`config.mk`:
```
export PLATFORM = sky130hd
export DESIGN_NAME = bus_mux_reg
export DESIGN_NICKNAME = d
export VERILOG_FILES = /design/src/rtl/bus_mux_reg.sv
export SDC_FILE = /design/constraint.sdc
export NUM_CORES = 1
export LEC_CHECK = 0
export ABC_AREA = 1
export BUFFER_PORTS_ARGS = -buffer_cell sky130_fd_sc_hd__buf_2
export CAP_MARGIN = 20
export CORE_AREA = 3 3 328 330
export DETAILED_ROUTE_END_ITERATION = 12
export DIE_AREA = 0 0 331 333
export PLACE_DENSITY = 0.38
export SLEW_MARGIN = 40
export SYNTH_ARGS = -nofsm -noshare
export SYNTH_HDL_FRONTEND = slang
export SYNTH_SLANG_ARGS = --single-unit
```
`constraint.sdc`:
```
create_clock -name clock -period 3.5 [get_ports clock]
set_input_delay 0.175 -clock clock [delete_from_list [all_inputs] [get_ports clock]]
set_output_delay 0.175 -clock clock [all_outputs]
set_load 0.01 [all_outputs]
```
`src/rtl/bus_mux_reg.sv`:
```
// bus_mux_reg: registered datapath bus multiplexer.
//
// Picks one of N_SRC source words using the one-hot out-enable strobes from the
// control unit. The chosen word is driven onto the bus from a register one cycle
// after the strobe. When two or more strobes are high in the same cycle, the
// lowest index wins and the cycle is counted as a conflict.
//
// Ports:
//   clock           rising-edge clock
//   clear           asynchronous active-high reset
//   src_data        packed source words; source i at [i*WIDTH +: WIDTH]
//   src_out         out-enable strobes, bit i requests the bus for source i
//   err_clr         synchronous clear of the conflict sticky flag and counter
//   bus_out         registered bus word
//   bus_valid       bus_out was loaded from a source on the last edge
//   bus_sel         index of the source latched into bus_out
//   conflict        one-cycle pulse: the last sampled cycle had >= 2 enables
//   conflict_sticky set on any conflict, held until err_clr or clear
//   conflict_count  saturating count of conflict cycles
module bus_mux_reg #(
   parameter int unsigned WIDTH     = 32,
   parameter int unsigned N_SRC     = 24,
   parameter int unsigned HOLD_LAST = 1,
   parameter int unsigned CNT_W     = 8,
   localparam int unsigned SEL_W    = $clog2(N_SRC)
) (
   input  logic                   clock,
   input  logic                   clear,
   input  logic [N_SRC*WIDTH-1:0] src_data,
   input  logic [N_SRC-1:0]       src_out,
   input  logic                   err_clr,
   output logic [WIDTH-1:0]       bus_out,
   output logic                   bus_valid,
   output logic [SEL_W-1:0]       bus_sel,
   output logic                   conflict,
   output logic                   conflict_sticky,
   output logic [CNT_W-1:0]       conflict_count
);

   logic [WIDTH-1:0] bus_q, bus_d;
   logic             valid_q, valid_d;
   logic [SEL_W-1:0] sel_q, sel_d;
   logic             conflict_q, conflict_d;
   logic             sticky_q, sticky_d;
   logic [CNT_W-1:0] count_q, count_d;

   logic [SEL_W-1:0] low_idx;
   logic [WIDTH-1:0] low_data;
   logic             any_en;
   logic             multi_en;
   logic [CNT_W-1:0] count_base;

   // Priority encode and mux in one pass: scanning from the top down leaves the
   // lowest enabled index (and its word) as the final assignment.
   always_comb begin
      low_idx  = '0;
      low_data = '0;
      for (int i = int'(N_SRC) - 1; i >= 0; i--) begin
         if (src_out[i]) begin
            low_idx  = SEL_W'(i);
            low_data = src_data[i*WIDTH +: WIDTH];
         end
      end
   end

   // Clearing the lowest set bit leaves something behind only if >= 2 bits were set.
   assign any_en   = |src_out;
   assign multi_en = |(src_out & (src_out - N_SRC'(1)));

   always_comb begin
      bus_d      = bus_q;
      sel_d      = sel_q;
      valid_d    = 1'b0;
      conflict_d = multi_en;

      if (any_en) begin
         bus_d   = low_data;
         sel_d   = low_idx;
         valid_d = 1'b1;
      end else if (HOLD_LAST == 0) begin
         bus_d = '0;
      end

      // A clear in the same cycle as a conflict applies first, so the new event
      // is recorded on top of the cleared state.
      count_base = err_clr ? '0 : count_q;
      count_d    = count_base;
      if (multi_en && (count_base != '1)) begin
         count_d = count_base + CNT_W'(1);
      end
      sticky_d = multi_en | (sticky_q & ~err_clr);
   end

   always_ff @(posedge clock or posedge clear) begin
      if (clear) begin
         bus_q      <= '0;
         valid_q    <= 1'b0;
         sel_q      <= '0;
         conflict_q <= 1'b0;
         sticky_q   <= 1'b0;
         count_q    <= '0;
      end else begin
         bus_q      <= bus_d;
         valid_q    <= valid_d;
         sel_q      <= sel_d;
         conflict_q <= conflict_d;
         sticky_q   <= sticky_d;
         count_q    <= count_d;
      end
   end

   assign bus_out         = bus_q;
   assign bus_valid       = valid_q;
   assign bus_sel         = sel_q;
   assign conflict        = conflict_q;
   assign conflict_sticky = sticky_q;
   assign conflict_count  = count_q;

endmodule

```
## Word-level counts from Yosys, hierarchy flattened

Index checks and enable logic that the tools add are counted.

| storage, ports and cells | value |
|---|---|
| bits in registers | 48 |
| word-level logic and storage cells | 67 |
| output and inout port bits | 48 |
| input port bits | 795 |

| operators by class | value |
|---|---|
| bitwise logic cells | 4 |
| reductions and logical operators | 3 |
| $add $sub $neg | 2 |
| multiplexer cells | 51 |
| eq/ne operators | 1 |

Operators with widths:

| operator | number |
|---|---|
| two-way mux 32 bit | 24 |
| two-way mux 5 bit | 24 |
| OR reduction 24 bit | 2 |
| AND 24 bit | 1 |
| subtractor 24 x 1 -> 24 bit (second input constant) | 1 |
| two-way mux 8 bit | 2 |
| adder 8 x 1 -> 8 bit (second input constant) | 1 |
| inequality test 8 bit (second input constant) | 1 |
| AND 1 bit | 1 |
| logical AND 1 bit | 1 |
| two-way mux 1 bit | 1 |
| NOT 1 bit | 1 |
| bitwise OR 1 bit | 1 |

## Depth between registers and ports, before layout

| depth | value |
|---|---|
| depth in word-level cells | 24 |
| mapped depth | 21 |
| mapped depth without buffers | 19 |

## Least setup slack after synthesis

Ideal clock, no wire load.

| timing path | value |
|---|---|
| path type | reg-to-reg |
| from | register count_q[0], in the netlist conflict_count[0] |
| to | register count_q[2], in the netlist conflict_count[2] |
| required time | 3.434 ns |
| path slack | 1.618 ns |
| buffers on the path | 0 |
| data arrival time | 1.816 ns |
| cell stages (with the launch flop) | 10 |
| period minus slack after synthesis | 1.882 ns |
| setup time | 0.066 ns |
| cells stage by stage | dfrtp_1 inv_1 nor2_1 ha_1 nand3_1 nor4_1 nand3_1 nand2_2 nand2_1 nand2_1 |

| between the ends | value |
|---|---|
| cells in the longest elaborated chain, start to end | 4 |
| elaborated cells between the ends (all ways) | 5 |
| those cells by class | 1 x add/sub; 1 x eq/ne; 2 x mux; 1 x reduce/logical |

Ends and longest elaborated chain:

| item | line | source |
|---|---|---|
| from (decl) | 45 | `logic [CNT_W-1:0] count_q, count_d;` |
| from (signal assigned) | 108 | `count_q <= count_d;` |
| two-way mux 8 bit * | 86 | `count_base = err_clr ? '0 : count_q;` |
| parallel branches: the longest is 2 deep, another holds adder 8 x 1 -> 8 bit | -- |  |
| two-way mux 8 bit * | 88 | `if (multi_en && (count_base != '1)) begin` |
| named net count_d[2] | 45 |  |

Mark *: on every way through the listed nets, which the timed path passes.
A chain may end at the register's enable or synchronous reset.

## Final worst setup path

| timing path | value |
|---|---|
| from | input src_out[18] |
| to | register bus_q[13], in the netlist bus_out[13] |

| between the ends | value |
|---|---|
| cells in the longest elaborated chain, start to end | 19 |
| elaborated cells between the ends (all ways) | 20 |
| those cells by class | 19 x mux; 1 x reduce/logical |

Ends and longest elaborated chain:

| item | line | source |
|---|---|---|
| from (decl) | 30 | `input logic [N_SRC-1:0] src_out,` |
| two-way mux 32 bit (19 in series) | 59 | `if (src_out[i]) begin` |
| to (signal assigned) | 103 | `bus_q <= bus_d;` |
| to (decl) | 40 | `logic [WIDTH-1:0] bus_q, bus_d;` |

Several ways; a longest one is shown, not always the timed one.

==> impl_metrics.yaml <==
sta:
  maxSlewViolCount: 0
  finalHoldViolCount: 0
  fin_crit_sh: 0.7845
  timing.fmax_ghz: 0.3642
  rsz0062_at_grt: "no"
  fin_setup_tns_ps: 0
  setup_viol: 0
  worstMarginPinSlew_ps: 819.5
  skew_ps: 2.060
  relSlewSlack: 0.4536
  fin_crit_ps: 2746
  finalHoldWorstSlack_ps: 106.3
critical_path:
  cp-end-kind: "register"
  cp_common_cell: "nand2_1"
  crit_fanout: 22
  cp_data_arrival_time_ps: 2970
  cpPeakStageDelay_ps: 340
  path_class: "primary input to register"
  critPathLaunchType: "primary input"
  crit_path_cell_trace: "buf_2 > inv_2 > buf_4 > nand2_1 > a21oi_1 > nand2_1 > nand2_1 > nand2_1 > nand2_1 > nand2_1 > nand2_1 > nand2_1 > nand2_1 > nand2_1 > nand2_1 > nand2_1 > nand2_1 > nand2_1 > nand2_1 > nand2_1"
  slowest_stage: "buf_4"
  critPathRequiredTime_ps: 3730
logic_synthesis:
  syn_area_per_cell_um2: 4.967
  synth_seq_area_share: 0.1273
  synth_common_cells: "784 x nand2_1, 479 x nor2_1, 161 x a221oi_1"
  synthArstFlopShare: 1.000
  synth_cell_types: 42
  netlist_top_cells_area: "nand2_1 31%, nor2_1 19%, a221oi_1 15%"
  ys_warn_count: 0
  yosysTopAreaCell: "nand2_1"
  ys_ff_latch: 48
  synthFlopType: "dfrtp_1"
  synth_edf_count: 0
  synth_top_area_frac: 0.3120
  synth_area_um2: 9433
  syn-instance-count: 1899
  yosysMostFrequentCell: "nand2_1"
  synth_nets: 2695
route:
  viasPerCell: 3.913
  drcViolationCount: 0
  wl_per_cell_um: 23.40
  drtIter0Drc: 978
  vias: 15945
  drt_pass1_iterations: 7
  finalWirelength_mm: 95.36
  ant_nets: 0
floorplanning:
  die_y_um: 333
  start_util: 0.08974
  dieWidth_um: 331
  pin_count: 843
  rows: 119
  core_um2: 105100
  die-area_um2: 110200
placement:
  place_area_um2: 15400
  hpwl_mm: 83.01
  port_buffers: 842
  gp_congestion: 0.9030
global_route:
  overflow: 0
  grt_use_total: 0.1636
  grt_max_degree: 52
  antenna_found_initial: 27
  grt_pass1_vias: 16104
  grt_pass1_wl_mm: 125.7
power:
  power_mw: 3.037
  ir_drop_uv: 172.0
  p_leak_nw: 8.027
  cellPowerDensity_nw_per_um2: 194.4
cells_and_area:
  area_delta_synth_final_pct: 65.66
  layout-drive-gt1-share: 0.3590
  postLayoutCoreUtil: 0.1487
  final_area_um2: 15630
  nets: 3466
  nFillCells: 12675
clocking:
  cts_inserted_buffers: 5
  ctsResizeCount: 0
  clkTransAtPathRegs_ps: 90
  clkSinkCount: 48
  ctsRootBufferMaster: "clkbuf_16"
  postCtsSetupBuffers: 0
  tritoncts: "built"
  clock_latency_ps: 330
  cts_buffer_depth: 2
  cts_max_level: 2
run_status:
  status: "completed"
hold_path:
  worst_hold_path_type: "primary input to register"
job:
  maxCapViolations: 0
[worst max-delay path, delay by kind of cell]
kind / cells / cell delay (ps)
and+or+nand+nor: 16 / 1790
buffers and inverters: 3 / 820
AOI/OAI and AO/OA: 1 / 150
[metrics by stage]
stage | setup WS (ps) | cells
2_1_floorplan | 1618 | 1899
3_3_place_gp | 403.2 | 4046
3_5_place_dp | 398.9 | 4052
4_1_cts | 765.2 | 4061
5_1_grt | 591.1 | 4068
6_report | 754.1 | 4075
[final timing paths]
check | start | cells past startpoint | slack (ps) | end
max | src_out[18] | 20 | 750 | bus_out[13]
min | src_data[16] | 5 | 110 | bus_out[16]
max reg2reg | conflict_count[0] | 9 | 1260 | conflict_count[1]
min reg2reg | bus_out[4] | 2 | 480 | bus_out[4]
max in group asynchronous | clear | 4 | 2130 | bus_sel[4]
min in group asynchronous | clear | 3 | 420 | bus_out[13]
[where the power goes]
group          internal (mW)  switching (mW)
Clock                  0.343           0.309
Sequential             0.596          0.0253
Combinational          0.678            1.09
[state kept, by name, summed over array words and instances, names as in the netlist]
signal,count
bus_out,32
conflict_count,8
bus_sel,5
bus_valid,1
conflict,1
conflict_sticky,1
[kinds of logic after synthesis]
logic type	Yosys count	synth area share
AND/OR/NAND/NOR	1344	0.5529
AO/OA/AOI/OAI	279	0.2187
buffers and inverters	220	0.09311
flip-flops	48	0.1273
XOR/XNOR	6	0.005572
adder cells (fa/ha/maj)	2	0.002387
[cell type report]
class	count	area [um2]	area share
antenna	13	32.53	0.002082
clock buffer	5	125.1	0.008007
clock inverter	3	46.29	0.002963
inverter	73	275.3	0.01762
multi-input combinational	1631	7436	0.4759
sequential	48	1201	0.07687
tap	1391	1740	0.1114
timing repair buffer	911	4770	0.3052
[metal layers]
layer / GRT usage / share of wire / up-vias
met5: 0 / 0.00060 / -
met4: 0.03233 / 0.020 / 10
met3: 0.02372 / 0.062 / 88
met2: 0.3031 / 0.51 / 725
met1: 0.1986 / 0.41 / 7352
li1: - / - / 7770
[what timing repair did]
action | CTS | global route
endpoints found under the hold margin | 16 | 0
setup endpoints to repair | 0 | 0
hold buffers | 1 | 0
[placed cells by master (no fill, tap or decap), types with 4 or more instances in the layout]
cell / netlist / layout
nand2_1: 784 / 783
nand3_1: 46 / 46
diode_2: 0 / 13
nand4_1: 6 / 6
a31oi_1: 32 / 32
inv_1: 64 / 57
buf_2: 26 / 845
clkbuf_16: 0 / 5
inv_2: 5 / 12
dfrtp_1: 48 / 48
nor2_4: 4 / 11
a221oi_2: 0 / 4
nor3_1: 9 / 9
o21ai_0: 7 / 7
nor2_1: 479 / 473
a21oi_1: 69 / 69
a221oi_1: 161 / 157
buf_4: 1 / 61
nand2_2: 5 / 5
No activity file was read; power rests on OpenSTA's default activity.
